$ cat config.mk
export PLATFORM = sky130hd
export DESIGN_NAME = control_unit
export DESIGN_NICKNAME = d
export VERILOG_FILES = /design/src/rtl/cpu_ctrl_pkg.sv /design/src/rtl/control_unit.sv
export SDC_FILE = /design/constraint.sdc
export NUM_CORES = 1
export LEC_CHECK = 0
export ABC_AREA = 1
export BUFFER_PORTS_ARGS = -buffer_cell sky130_fd_sc_hd__buf_2
export CAP_MARGIN = 15
export CORE_AREA = 8 8 63 65
export DETAILED_ROUTE_END_ITERATION = 8
export DIE_AREA = 0 0 71 73
export MAX_ROUTING_LAYER = met4
export PLACE_DENSITY_LB_ADDON = 0.2
export RECOVER_POWER = 25
export SKIP_LAST_GASP = 1
export SYNTH_ARGS = -nofsm -noshare
export SYNTH_HDL_FRONTEND = slang
export SYNTH_SLANG_ARGS = --single-unit
export TNS_END_PERCENT = 100
$ cat constraint.sdc
create_clock -name clock -period 1.6 [get_ports clock]
set_input_delay 0.24 -clock clock [delete_from_list [all_inputs] [get_ports clock]]
set_output_delay 0.24 -clock clock [all_outputs]
set_load 0.02 [all_outputs]
$ cat src/rtl/cpu_ctrl_pkg.sv
// cpu_ctrl_pkg: opcode constants, sequencer states and control-word layout for control_unit
package cpu_ctrl_pkg;
  localparam logic [4:0] OP_LD   = 5'b00000;
  localparam logic [4:0] OP_LDI  = 5'b00001;
  localparam logic [4:0] OP_ST   = 5'b00010;
  localparam logic [4:0] OP_ADD  = 5'b00011;
  localparam logic [4:0] OP_SUB  = 5'b00100;
  localparam logic [4:0] OP_AND  = 5'b00101;
  localparam logic [4:0] OP_OR   = 5'b00110;
  localparam logic [4:0] OP_ROR  = 5'b00111;
  localparam logic [4:0] OP_ROL  = 5'b01000;
  localparam logic [4:0] OP_SHR  = 5'b01001;
  localparam logic [4:0] OP_SHRA = 5'b01010;
  localparam logic [4:0] OP_SHL  = 5'b01011;
  localparam logic [4:0] OP_ADDI = 5'b01100;
  localparam logic [4:0] OP_ANDI = 5'b01101;
  localparam logic [4:0] OP_ORI  = 5'b01110;
  localparam logic [4:0] OP_MUL  = 5'b01111;
  localparam logic [4:0] OP_DIV  = 5'b10000;
  localparam logic [4:0] OP_NEG  = 5'b10001;
  localparam logic [4:0] OP_NOT  = 5'b10010;
  localparam logic [4:0] OP_BR   = 5'b10011;
  localparam logic [4:0] OP_JR   = 5'b10100;
  localparam logic [4:0] OP_JAL  = 5'b10101;
  localparam logic [4:0] OP_IN   = 5'b10110;
  localparam logic [4:0] OP_OUT  = 5'b10111;
  localparam logic [4:0] OP_MFHI = 5'b11000;
  localparam logic [4:0] OP_MFLO = 5'b11001;
  localparam logic [4:0] OP_NOP  = 5'b11010;
  localparam logic [4:0] OP_HALT = 5'b11011;

  typedef enum logic [3:0] {RST, T0, T1, T2, T3, T4, T5, T6, T7, HALT} state_t;

  // Field order matches the port concatenation in control_unit.
  typedef struct packed {
    logic       ir_in;
    logic       pc_in;
    logic       ry_in;
    logic       rz_in;
    logic       mar_in;
    logic       mdr_in;
    logic       hi_in;
    logic       lo_in;
    logic       outport_in;
    logic       hi_out;
    logic       lo_out;
    logic       zhi_out;
    logic       zlo_out;
    logic       pc_out;
    logic       mdr_out;
    logic       inport_out;
    logic       c_out;
    logic       gra;
    logic       grb;
    logic       grc;
    logic       r_in;
    logic       r_out;
    logic       ba_out;
    logic       con_in;
    logic       mem_read;
    logic       mem_write;
    logic       inc_pc;
    logic [4:0] opcode;
    logic       run;
  } ctrl_t;

  // Final execute step of each opcode; nop, halt and undefined opcodes end at T3.
  function automatic state_t last_step(input logic [4:0] op);
    case (op)
      OP_LD, OP_ST:              last_step = T7;
      OP_MUL, OP_DIV, OP_BR:     last_step = T6;
      OP_NEG, OP_NOT, OP_JAL:    last_step = T4;
      default:                   last_step = (op >= OP_LDI && op <= OP_ORI) ? T5 : T3;
    endcase
  endfunction
endpackage

$ cat src/rtl/control_unit.sv
// control_unit: multi-cycle Moore sequencer driving all datapath controls (fetch T0-T2, execute T3-T7)
// Ports: clock/clear (sync active-low reset), ir + con_ff_bit from datapath, stop halts at the
// next instruction boundary; outputs are register enables, bus selects, IR-field strobes,
// memory strobes, IncPC, ALU opcode and run.
module control_unit
  import cpu_ctrl_pkg::*;
#(
  parameter int MEM_LAT    = 1,
  parameter int DATA_WIDTH = 32
) (
  input  logic                  clock,
  input  logic                  clear,
  input  logic [DATA_WIDTH-1:0] ir,
  input  logic                  con_ff_bit,
  input  logic                  stop,
  output logic                  IRin,
  output logic                  PCin,
  output logic                  RYin,
  output logic                  RZin,
  output logic                  MARin,
  output logic                  MDRin,
  output logic                  HIin,
  output logic                  LOin,
  output logic                  Outport_in,
  output logic                  HIout,
  output logic                  LOout,
  output logic                  Zhi_out,
  output logic                  Zlo_out,
  output logic                  PCout,
  output logic                  MDRout,
  output logic                  Inport_out,
  output logic                  Cout,
  output logic                  Gra,
  output logic                  Grb,
  output logic                  Grc,
  output logic                  Rin,
  output logic                  Rout,
  output logic                  BAout,
  output logic                  CONin,
  output logic                  Mem_read,
  output logic                  Mem_write,
  output logic                  IncPC,
  output logic [4:0]            opcode,
  output logic                  run
);
  localparam int CW = $clog2(MEM_LAT + 1);
  state_t state, state_nxt;
  logic [CW-1:0] cnt, cnt_nxt;
  logic [4:0] op;
  logic mem_step, adv, first, last, s3, s4, s5, s6, s7;
  logic ir_unused;
  ctrl_t c;
  assign op = ir[DATA_WIDTH-1 -: 5];
  assign ir_unused = ^ir[DATA_WIDTH-6:0];
  assign first = cnt == CW'(MEM_LAT);
  assign last = cnt == CW'(1);
  assign s3 = state == T3;
  assign s4 = state == T4;
  assign s5 = state == T5;
  assign s6 = state == T6;
  assign s7 = state == T7;
  assign mem_step = state == T1 || (s6 && op == OP_LD) || (s7 && op == OP_ST);
  // Counter sits at MEM_LAT whenever a step is entered; memory steps count it down to 1.
  assign adv = !mem_step || last;
  always_ff @(posedge clock) begin
    if (!clear) begin
      state <= RST;
      cnt <= '0;
    end else begin
      state <= state_nxt;
      cnt <= cnt_nxt;
    end
  end
  always_comb begin
    cnt_nxt = adv ? CW'(MEM_LAT) : cnt - CW'(1);
    state_nxt = state;
    if (state == RST)
      state_nxt = T0;
    else if (state != HALT && adv)
      state_nxt = (s3 && op == OP_HALT) ? HALT
                : (state == last_step(op)) ? (stop ? HALT : T0)
                : state_t'(state + 4'd1);
  end
  always_comb begin
    c = '0;
    c.run = state != RST && state != HALT;
    case (state)
      T0: begin
        c.pc_out = 1'b1;
        c.mar_in = 1'b1;
        c.inc_pc = 1'b1;
        c.rz_in = 1'b1;
      end
      T1: begin
        c.zlo_out = 1'b1;
        c.pc_in = first;
        c.mem_read = 1'b1;
        c.mdr_in = last;
      end
      T2: begin
        c.mdr_out = 1'b1;
        c.ir_in = 1'b1;
      end
      T3, T4, T5, T6, T7: begin
        case (op)
          OP_LD, OP_LDI, OP_ST: begin
            c.grb = s3;
            c.ba_out = s3;
            c.ry_in = s3;
            c.c_out = s4;
            c.rz_in = s4;
            c.opcode = s4 ? OP_ADD : 5'd0;
            c.zlo_out = s5;
            c.mar_in = s5 && op != OP_LDI;
            c.gra = (s5 && op == OP_LDI) || (s6 && op == OP_ST) || (s7 && op == OP_LD);
            c.r_in = (s5 && op == OP_LDI) || (s7 && op == OP_LD);
            c.r_out = s6 && op == OP_ST;
            c.mdr_in = s6 && (op == OP_ST || last);
            c.mem_read = s6 && op == OP_LD;
            c.mdr_out = s7 && op == OP_LD;
            c.mem_write = s7 && op == OP_ST;
          end
          OP_ADD, OP_SUB, OP_AND, OP_OR, OP_ROR, OP_ROL, OP_SHR, OP_SHRA, OP_SHL,
          OP_ADDI, OP_ANDI, OP_ORI: begin
            c.grb = s3;
            c.ry_in = s3;
            c.grc = s4 && op < OP_ADDI;
            c.c_out = s4 && op >= OP_ADDI;
            c.r_out = s3 || (s4 && op < OP_ADDI);
            c.rz_in = s4;
            c.opcode = s4 ? op : 5'd0;
            c.zlo_out = s5;
            c.gra = s5;
            c.r_in = s5;
          end
          OP_NEG, OP_NOT: begin
            c.grb = s3;
            c.r_out = s3;
            c.rz_in = s3;
            c.opcode = s3 ? op : 5'd0;
            c.zlo_out = s4;
            c.gra = s4;
            c.r_in = s4;
          end
          OP_MUL, OP_DIV: begin
            c.gra = s3;
            c.ry_in = s3;
            c.grb = s4;
            c.rz_in = s4;
            c.r_out = s3 || s4;
            c.opcode = s4 ? op : 5'd0;
            c.zlo_out = s5;
            c.lo_in = s5;
            c.zhi_out = s6;
            c.hi_in = s6;
          end
          OP_BR: begin
            c.gra = s3;
            c.r_out = s3;
            c.con_in = s3;
            c.pc_out = s4;
            c.ry_in = s4;
            c.c_out = s5;
            c.rz_in = s5;
            c.opcode = s5 ? OP_ADD : 5'd0;
            c.zlo_out = s6 && con_ff_bit;
            c.pc_in = s6 && con_ff_bit;
          end
          OP_JR: begin
            c.gra = s3;
            c.r_out = s3;
            c.pc_in = s3;
          end
          OP_JAL: begin
            c.pc_out = s3;
            c.grb = s3;
            c.r_in = s3;
            c.gra = s4;
            c.r_out = s4;
            c.pc_in = s4;
          end
          OP_IN: begin
            c.inport_out = s3;
            c.gra = s3;
            c.r_in = s3;
          end
          OP_OUT: begin
            c.gra = s3;
            c.r_out = s3;
            c.outport_in = s3;
          end
          OP_MFHI, OP_MFLO: begin
            c.hi_out = s3 && op == OP_MFHI;
            c.lo_out = s3 && op == OP_MFLO;
            c.gra = s3;
            c.r_in = s3;
          end
          default: ;
        endcase
      end
      default: ;
    endcase
  end
  assign {IRin, PCin, RYin, RZin, MARin, MDRin, HIin, LOin, Outport_in, HIout, LOout, Zhi_out,
          Zlo_out, PCout, MDRout, Inport_out, Cout, Gra, Grb, Grc, Rin, Rout, BAout, CONin,
          Mem_read, Mem_write, IncPC, opcode, run} = c;
endmodule
==> results of run 1 <==
## synthesized netlist by cell type, drive strengths merged
| master | n |
|---|---|
| inv | 46 |
| nand2 | 43 |
| nor2 | 39 |
| nand3 | 21 |
| o21ai | 15 |
| a21oi | 8 |
| nor3 | 6 |
| dfxtp | 5 |
| buf | 4 |
| ha | 4 |
| xor2 | 4 |
| clkbuf | 2 |
| nand4 | 2 |
| o22ai | 2 |
| a211oi | 1 |
| a31o | 1 |
| nor3b | 1 |
| nor4 | 1 |
| o2111ai | 1 |
| o211ai | 1 |
| or2 | 1 |
## final cells by class
class                      count  area (sq um)  share of cell area [%]
clock buffer                   4          26.3                    1.11
inverter                      46           178                    7.50
multi-input combinational    151          1100                    46.4
sequential                     5           106                    4.49
tap                           33          41.3                    1.74
timing repair buffer         114           918                    38.8
## logic make-up (layout without fill, tap and decap cells)
logic type / Yosys count / after routing
compound gates: 29 / 29
xor+xnor: 4 / 4
fa+ha+maj: 4 / 4
buf+inv: 52 / 164
flops: 5 / 5
simple gates: 114 / 114
## metrics by stage
stage / util (%) / setup TNS [ns] / instances
2_1_floorplan: - / -0.0702 / 208
3_3_place_gp: 63.9 / -3.16 / 338
3_5_place_dp: 63.9 / -3.56 / 338
4_1_cts: 77.8 / -6.78 / 351
5_1_grt: 80.2 / -12.56 / 353
6_report: 80.2 / -10.12 / 353
## metal layers
metal / vias up / wire, microns / track usage [%]
met1: 902 / 2200 / 22.1
li1: 874 / - / -
met2: 135 / 3020 / 42.6
met4: 0 / 395 / 8.55
met3: 40 / 546 / 4.81
met5: - / 0 / -
## flip-flops by register name, indices dropped and copies added, names as in the netlist
name,flops
state,4
cnt,1
## what timing repair did
item	in CTS	in global routing
setup buffers	8	2
setup endpoints to repair	35	37
pin swaps	17	3
gates cloned	1	0
resized for setup	103	17
## power by group
part,switching [W],total (W),internal (W),leakage [nW]
sequential,0.0000104,0.000145,0.000135,0.0425
clock,0.0000686,0.000164,0.0000951,0.0150
combinational,0.000330,0.000585,0.000255,1.13
## how the worst max path moves through the flow
stage,from,to,slack [ns],cells after the start
after CTS,state[0],opcode[2],-0.33,11
after global routing,ir[27],opcode[0],-0.63,11
after floorplan,state[0],opcode[2],-0.03,10
after detailed placement,state[1],opcode[2],-0.27,11
final,ir[27],opcode[0],-0.53,11
after global placement,state[1],opcode[2],-0.24,11
## cells in the final DEF, fill, tap and decap left out, types with 4 or more instances in the layout
master	n
sky130_fd_sc_hd__buf_4	81
sky130_fd_sc_hd__nand2_1	29
sky130_fd_sc_hd__inv_1	26
sky130_fd_sc_hd__buf_6	23
sky130_fd_sc_hd__nor2_4	19
sky130_fd_sc_hd__inv_2	18
sky130_fd_sc_hd__nor2_1	15
sky130_fd_sc_hd__nand3_1	15
sky130_fd_sc_hd__nand2_2	13
sky130_fd_sc_hd__buf_2	8
sky130_fd_sc_hd__a21oi_1	7
sky130_fd_sc_hd__o21ai_0	6
sky130_fd_sc_hd__nor2_2	5
sky130_fd_sc_hd__nand3_2	5
sky130_fd_sc_hd__o21ai_1	5
sky130_fd_sc_hd__nor3_2	4
sky130_fd_sc_hd__o21ai_2	4
sky130_fd_sc_hd__xor2_1	4
sky130_fd_sc_hd__clkbuf_4	4
## critical path, cell delays in order
cell and delay [ns]:
sky130_fd_sc_hd__buf_2 0.19, sky130_fd_sc_hd__nand2_2 0.14, sky130_fd_sc_hd__nor2_2 0.16, sky130_fd_sc_hd__a21oi_1 0.09
sky130_fd_sc_hd__nand2_1 0.14, sky130_fd_sc_hd__inv_2 0.07, sky130_fd_sc_hd__nor2_1 0.31, sky130_fd_sc_hd__o22ai_4 0.17
sky130_fd_sc_hd__a21oi_1 0.17, sky130_fd_sc_hd__inv_1 0.05, sky130_fd_sc_hd__buf_4 0.15
==> results.md, run 1 <==
Run status:
- The flow ran to the end, but the final reports show violations.
- The final reports fail on negative setup slack.

Drt:
- After detailed routing, the number of vias per cell comes to 5.53.
- The count of TritonRoute iterations in the first routing pass is 5.
- After the first detailed-routing iteration, the DRC count stood at 136.
- The via count is 1,951.
- Once detail routing completed, the nets flagged for antenna violations numbered 0.
- The total DRC errors in the routed layout is 0.
- In the final routed layout, each cell accounts on average for 17.5 microns.
- The total wire length after detailed routing is 6.16 mm.

Layout:
- 0 antenna diodes ended up in the layout.
- After the last flow step, the layout net total stands at 361.
- The number of filler cells placed in the layout is 182.
- The area overhead of the layout relative to synthesis is 109%.
- After routing the design area is 2370 sq um.
- The layout cell share with drive strength beyond 1 is 63.7%.

Yosys:
- The sequential share of the synthesized area is 8.85%.
- The largest family of logic cells by synthesized area is simple AND/OR/NAND/NOR gates.
- The area of the mapped netlist is 1130 sq um.
- The synthesized-area fraction occupied by adder cells is 4.42%.
- The register bit total from synthesis is 5.
- The synthesized area per cell is 5.44 sq um.
- Yosys printed 0 warnings.
- The simple-gate share of the synthesized area is 49.9%.
- Summed over its instances, the top area cell type makes up 12.6% of the synthesized netlist area.
- The share of the synthesized area in compound gates (AO/OA/AOI/OAI) is 15.0%.
- The count of different cell masters after synthesis is 32.
- Counting every net in the synthesized netlist gives 248.
- The mux cell area share after synthesis is 0%.
- Yosys attributes the largest share of cell area to sky130_fd_sc_hd__inv_1, sky130_fd_sc_hd__nand2_1, sky130_fd_sc_hd__nor2_1, sky130_fd_sc_hd__dfxtp_1, sky130_fd_sc_hd__nand3_1.
- The library cell with the largest summed area after synthesis is sky130_fd_sc_hd__inv_1.
- The number of cells produced by synthesis is 208.
- Of the total synthesized cell area, the portion taken by XOR and XNOR cells is 3.10%.

Timing:
- Setup repair after global routing could not meet its margin everywhere.
- The highest achievable clock rate is 469 MHz.
- On the final layout, the worst hold slack is 0.124 ns.
- The clock arrives with 0.0238 ns of skew.
- Of the available clock period, the critical path in the final layout requires 133%.
- The number of hold-slack violations in the final timing report is 0.
- The max-slew violation count is 0.
- The total of endpoints with negative setup slack in the final report is 37.
- The measured slew at the worst slew-check pin is 0.390 ns.
- The relative slew slack is 73.9%.
- The worst path setup slack after routing is -0.530 ns.
- After layout, the minimum clock period comes to 2.13 ns.

Placed design:
- The detailed-placement wirelength estimate is 3.54 mm.
- The placed standard-cell area is 1890 sq um.
- Buffers placed on the I/O ports in this run total 41.
- The setup slack after placement is -0.273 ns.
- At the end of routability-driven placement, the weighted congestion stood at 0.909.

Clocking:
- After clock tree synthesis, the clock-pin slew on the worst setup and hold paths is 0.07 ns.
- The buffer cell driving the clock tree root is sky130_fd_sc_hd__clkbuf_4.
- The clock reaches the later pin of the worst-skew pair after 0.26 ns.
- The clock tree from TritonCTS is built.
- For this design, the sink count on the clock tree is 5.
- The number of buffers created by CTS is 3.
- CTS built an H-tree with a depth of 1.
- The number of hold buffers added after CTS was 0.
- The maximum number of buffers from clock root to sink is 2.

Hold path:
- The path class of the tightest hold or removal check is in2reg.
- For hold timing, the worst endpoint is cnt.
- The worst hold path begins at clear.
- The worst hold path depth is 1.

Power:
- The analysis attributes to cell leakage a power of 1.18 nW.
- For this design the ratio of total power to cell area is 377 nW/um^2.
- The design draws 0.000894 W.
- The largest vdd supply drop is 0.000509 V.

GRT:
- The via count of the first global-routing pass is 1,957.
- The initial antenna violation count is 0.
- The maximum number of pins on one net before global-route repair is 11.
- The overall routing resource usage is 22.6%.
- The residual overflow from global routing is 0.
- The first global-routing pass estimated 9.27 mm of wire.

Die:
- After floorplanning, the core was divided into 20 placement rows.
- The floorplan step defined a die boundary enclosing 5180 sq um.
- The effective utilization at floorplan is 38.3%.
- The core box area is 2950 sq um.
- In this run the vertical extent of the chip is 73 microns.
- In this run the horizontal extent of the chip is 71 microns.
- 69 I/O pins were placed.

Worst setup path:
- In this run the register-to-register setup slack is -0.21 ns.
- The nature of the critical path endpoint is a primary output.
- The arrival time reported for the critical path endpoint is 1.89 ns.
- The endpoint identified for the worst register-to-register timing path is state[1].
- The source of the worst register-to-register timing path is state[0].
- The logic depth of the worst register-to-register path is 11.
- The worst setup path is launched from an input pin.
- The worst setup path is of the in2out kind.
- In this run the worst path has a maximum fanout of 6.
- At the worst endpoint, the required time is 1.36 ns.

Job:
- The number of violations of the max-capacitance limit is 0.
Power figures use the tool's default switching activity.
==> inputs of run 2 (changes only) <==
--- a/config.mk
+++ b/config.mk
@@ -9,6 +9,7 @@
 export BUFFER_PORTS_ARGS = -buffer_cell sky130_fd_sc_hd__buf_2
 export CAP_MARGIN = 15
 export CORE_AREA = 8 8 63 65
+export CTS_BUF_LIST = sky130_fd_sc_hd__clkbuf_8
 export DETAILED_ROUTE_END_ITERATION = 8
 export DIE_AREA = 0 0 71 73
 export MAX_ROUTING_LAYER = met4
==> run 2 against run 1 <==
Net effect: the run still ends with negative setup slack left; cell count up 1.1%; via count up 9.3%; die area unchanged; sequential share of layout area down 0.14 points; design area up 7.0%; first-iteration DRC count up 87%; combinational power up 13%; critical endpoint is now Gra.
==> results.md, run 2 (synthesis gave the netlist of run 1 again) <==
Run status:
- The run finished, with violations left.
- The final reports fail on negative setup slack.

Timing:
- The max-slew violation count is 0 (unchanged).
- The setup skew after layout is 0.0131 ns (-0.0107 ns).
- The worst path setup slack after routing came to -0.400 ns (+0.131 ns).
- The final critical path time including I/O delays and setup was 2.00 ns (-0.131 ns).
- The share of the cycle needed by the critical path after routing is 125% (-8.2 points).
- The hold slack came to 0.154 ns (+0.0306 ns).
- Setup repair after global routing could not meet its margin everywhere.
- The measured slew at the worst slew-check pin came to 0.267 ns (-0.124 ns).
- The highest achievable clock rate was 500 MHz (+6.5%).
- The total of endpoints with negative setup slack in the final report is 34 (-8.1%).
- The number of hold-slack violations in the final timing report is 0 (unchanged).
- The relative slew slack came to 82.2% (+8.3 points).

Clocking:
- The buffer cell driving the clock tree root is sky130_fd_sc_hd__clkbuf_8.
- The maximum number of buffers from clock root to sink is 2 (unchanged).
- The clock tree from TritonCTS is built.
- The clock net sink count was 5 (unchanged).
- The clock transition time at the flip-flop clock pins of the worst setup and hold paths is 0.04 ns (-0.03 ns).
- The clock latency on the worst-skew pair is 0.25 ns (about the same).
- The number of buffers inserted for hold repair after clock tree synthesis is 0 (unchanged).
- The number of H-tree levels came to 1 (unchanged).
- The number of buffers created by CTS is 3 (unchanged).

Drt:
- The total DRC errors in the routed layout is 0 (unchanged).
- The average via count per standard cell is 5.97 (+8.1%).
- The count of TritonRoute iterations in the first routing pass is 7 (+2).
- The via count is 2,133 (+9.3%).
- The number of design-rule violations left by the first detailed-router iteration came to 254 (+87%).
- The routed length per placed instance is 19.5 microns (+11%).
- The number of nets with antenna violations after routing is 0 (unchanged).
- The total wire length after detailed routing is 6.95 mm (+13%).

Placed design:
- The detailed-placement wirelength estimate is 3.54 mm (unchanged).
- The setup slack after placement is -0.273 ns (unchanged).
- The final estimated routing congestion in global placement is 0.909 (unchanged).
- The number of port buffers is 41 (unchanged).

Layout:
- Leaving out fill and tap cells, the most frequent cells in the layout are sky130_fd_sc_hd__buf_4, sky130_fd_sc_hd__buf_6, sky130_fd_sc_hd__nand2_1.
- The number of antenna diodes came to 0 (unchanged).
- Leaving out fill and tap cells, the most frequent cell in the layout is sky130_fd_sc_hd__buf_4.
- The number of filler cells placed in the layout is 137 (-25%).
- From synthesis to final layout, the design area changed by 124%.
- The layout cell share with drive strength beyond 1 is 68.8% (+5.1 points).
- The largest registers in the layout are state: 4 flops, cnt: 1 flops.
- The net count of the finished layout is 365 (+1.1%).
- The register with the most flip-flops in the final layout is state.
- The flip-flop count of the largest register after layout is 4 (unchanged).

Die:
- The horizontal die dimension is 71 microns (unchanged).
- The I/O pin count is 69 (unchanged).
- The die footprint is 5180 sq um (unchanged).
- The die height came to 73 microns (unchanged).
- The effective utilization at floorplan came to 38.3% (unchanged).
- The number of core rows is 20 (unchanged).
- The core box area is 2950 sq um (unchanged).

Worst setup path:
- The worst setup path is launched from a flop.
- The highest net fanout along the worst path is 3 (-3).
- STA classifies the critical path endpoint as a primary output.
- The critical path is of the reg2out type.
- The reg-to-reg setup timing slack came to -0.25 ns (-0.04 ns).
- The logic depth of the worst register-to-register path is 12 (+1).
- The arrival time reported for the critical path endpoint came to 1.76 ns (-0.13 ns).
- The required time of the critical path is 1.36 ns (about the same).

Hold path:
- The worst hold path depth is 1 (unchanged).
- The type of the worst min-delay path is in2reg.

Power:
- The power density normalized to cell area is 421 nW/um^2 (+12%).
- The sequential group share of total power is 13.9% (-2.4 points).
- The switching power of the nets is 0.000475 W (+16%).
- The internal power summed over all cells was 0.000591 W (+22%).
- The combinational group share of total power is 62.2% (-3.2 points).
- The largest vdd supply drop was 0.000637 V (+25%).
- The switching part of the total power came to 44.6% (-1.2 points).
- The fraction of power consumed by the clock network came to 23.9% (+5.6 points).
- The leakage component of the power is 1.24 nW (+4.5%).

GRT:
- The overall routing resource usage is 23.3% (+0.75 points).
- The residual overflow from global routing came to 0 (unchanged).
- The maximum number of pins on one net before global-route repair is 11 (unchanged).
- The initial antenna violation count is 0 (unchanged).
- The via count of the first global-routing pass is 2,021 (+3.3%).
- The global-route wire length before repair came to 9.40 mm (+1.4%).

Job:
- The number of violations of the max-capacitance limit is 0 (unchanged).
run 2: final cells by class:
cell class | instances | area [sq um] | area share (%)
clock buffers | 3 | 41.3 | 1.63
clock inverters | 1 | 3.75 | 0.148
inverters | 46 | 188 | 7.41
multi-input cells | 151 | 1180 | 46.4
flip-flops and latches | 5 | 110 | 4.35
well taps | 33 | 41.3 | 1.63
repair buffers | 118 | 973 | 38.4
run 2: metal layers:
metal | up-vias | routed length [microns] | share of wire [%] | GRT usage (%)
li1 | 890 | - | - | -
met1 | 985 | 2340 | 34 | 22.4
met2 | 188 | 3370 | 49 | 41.5
met3 | 70 | 703 | 10 | 6.18
met4 | 0 | 533 | 7.7 | 14.1
met5 | - | 0 | 0 | -
run 2: power by group through the flow:
stage | clock network (W) | logic, W | registers, W
final | 0.000255 | 0.000663 | 0.000148
after global routing | 0.000266 | 0.000687 | 0.000149
after detailed placement | 0 | 0.000449 | 0.000145
after floorplan | 0 | 0.000251 | 0.000147
after global placement | 0 | 0.000441 | 0.000145
after CTS | 0.000252 | 0.000541 | 0.000145
run 2: worst paths after layout:
kind                               start       end
worst min register to register  state[0]  state[0]
worst min-delay path               clear       cnt
worst max register to register  state[1]  state[3]
worst max-delay path            state[1]       Gra
run 2: through the flow:
stage / TNS (ns) / cells / util, % / cell area (sq um) / total power [W]
2_1_floorplan: -0.0702 / 208 / - / 1220 / 0.000398
3_3_place_gp: -3.16 / 338 / 63.9 / 1890 / 0.000586
3_5_place_dp: -3.56 / 338 / 63.9 / 1890 / 0.000595
4_1_cts: -6.11 / 354 / 79.0 / 2330 / 0.000937
5_1_grt: -10.68 / 357 / 85.8 / 2530 / 0.00110
6_report: -9.21 / 357 / 85.8 / 2530 / 0.00107
run 2: timing repair:
action,in CTS,in global routing
pin swaps,16,13
endpoints found under the setup margin,35,37
gates cloned,1,0
resized for setup,101,51
buffers inserted,11,6
endpoints found under the hold margin,0,0
run 2: worst max-delay path: stages (launching register included):
cell and delay [ns]:
sky130_fd_sc_hd__dfxtp_4 0.35, sky130_fd_sc_hd__buf_4 0.15, sky130_fd_sc_hd__ha_2 0.19, sky130_fd_sc_hd__inv_2 0.07
sky130_fd_sc_hd__nor2_4 0.05, sky130_fd_sc_hd__nand3_1 0.11, sky130_fd_sc_hd__o21ai_1 0.09, sky130_fd_sc_hd__a211oi_2 0.23
sky130_fd_sc_hd__nand3_1 0.12, sky130_fd_sc_hd__buf_4 0.18
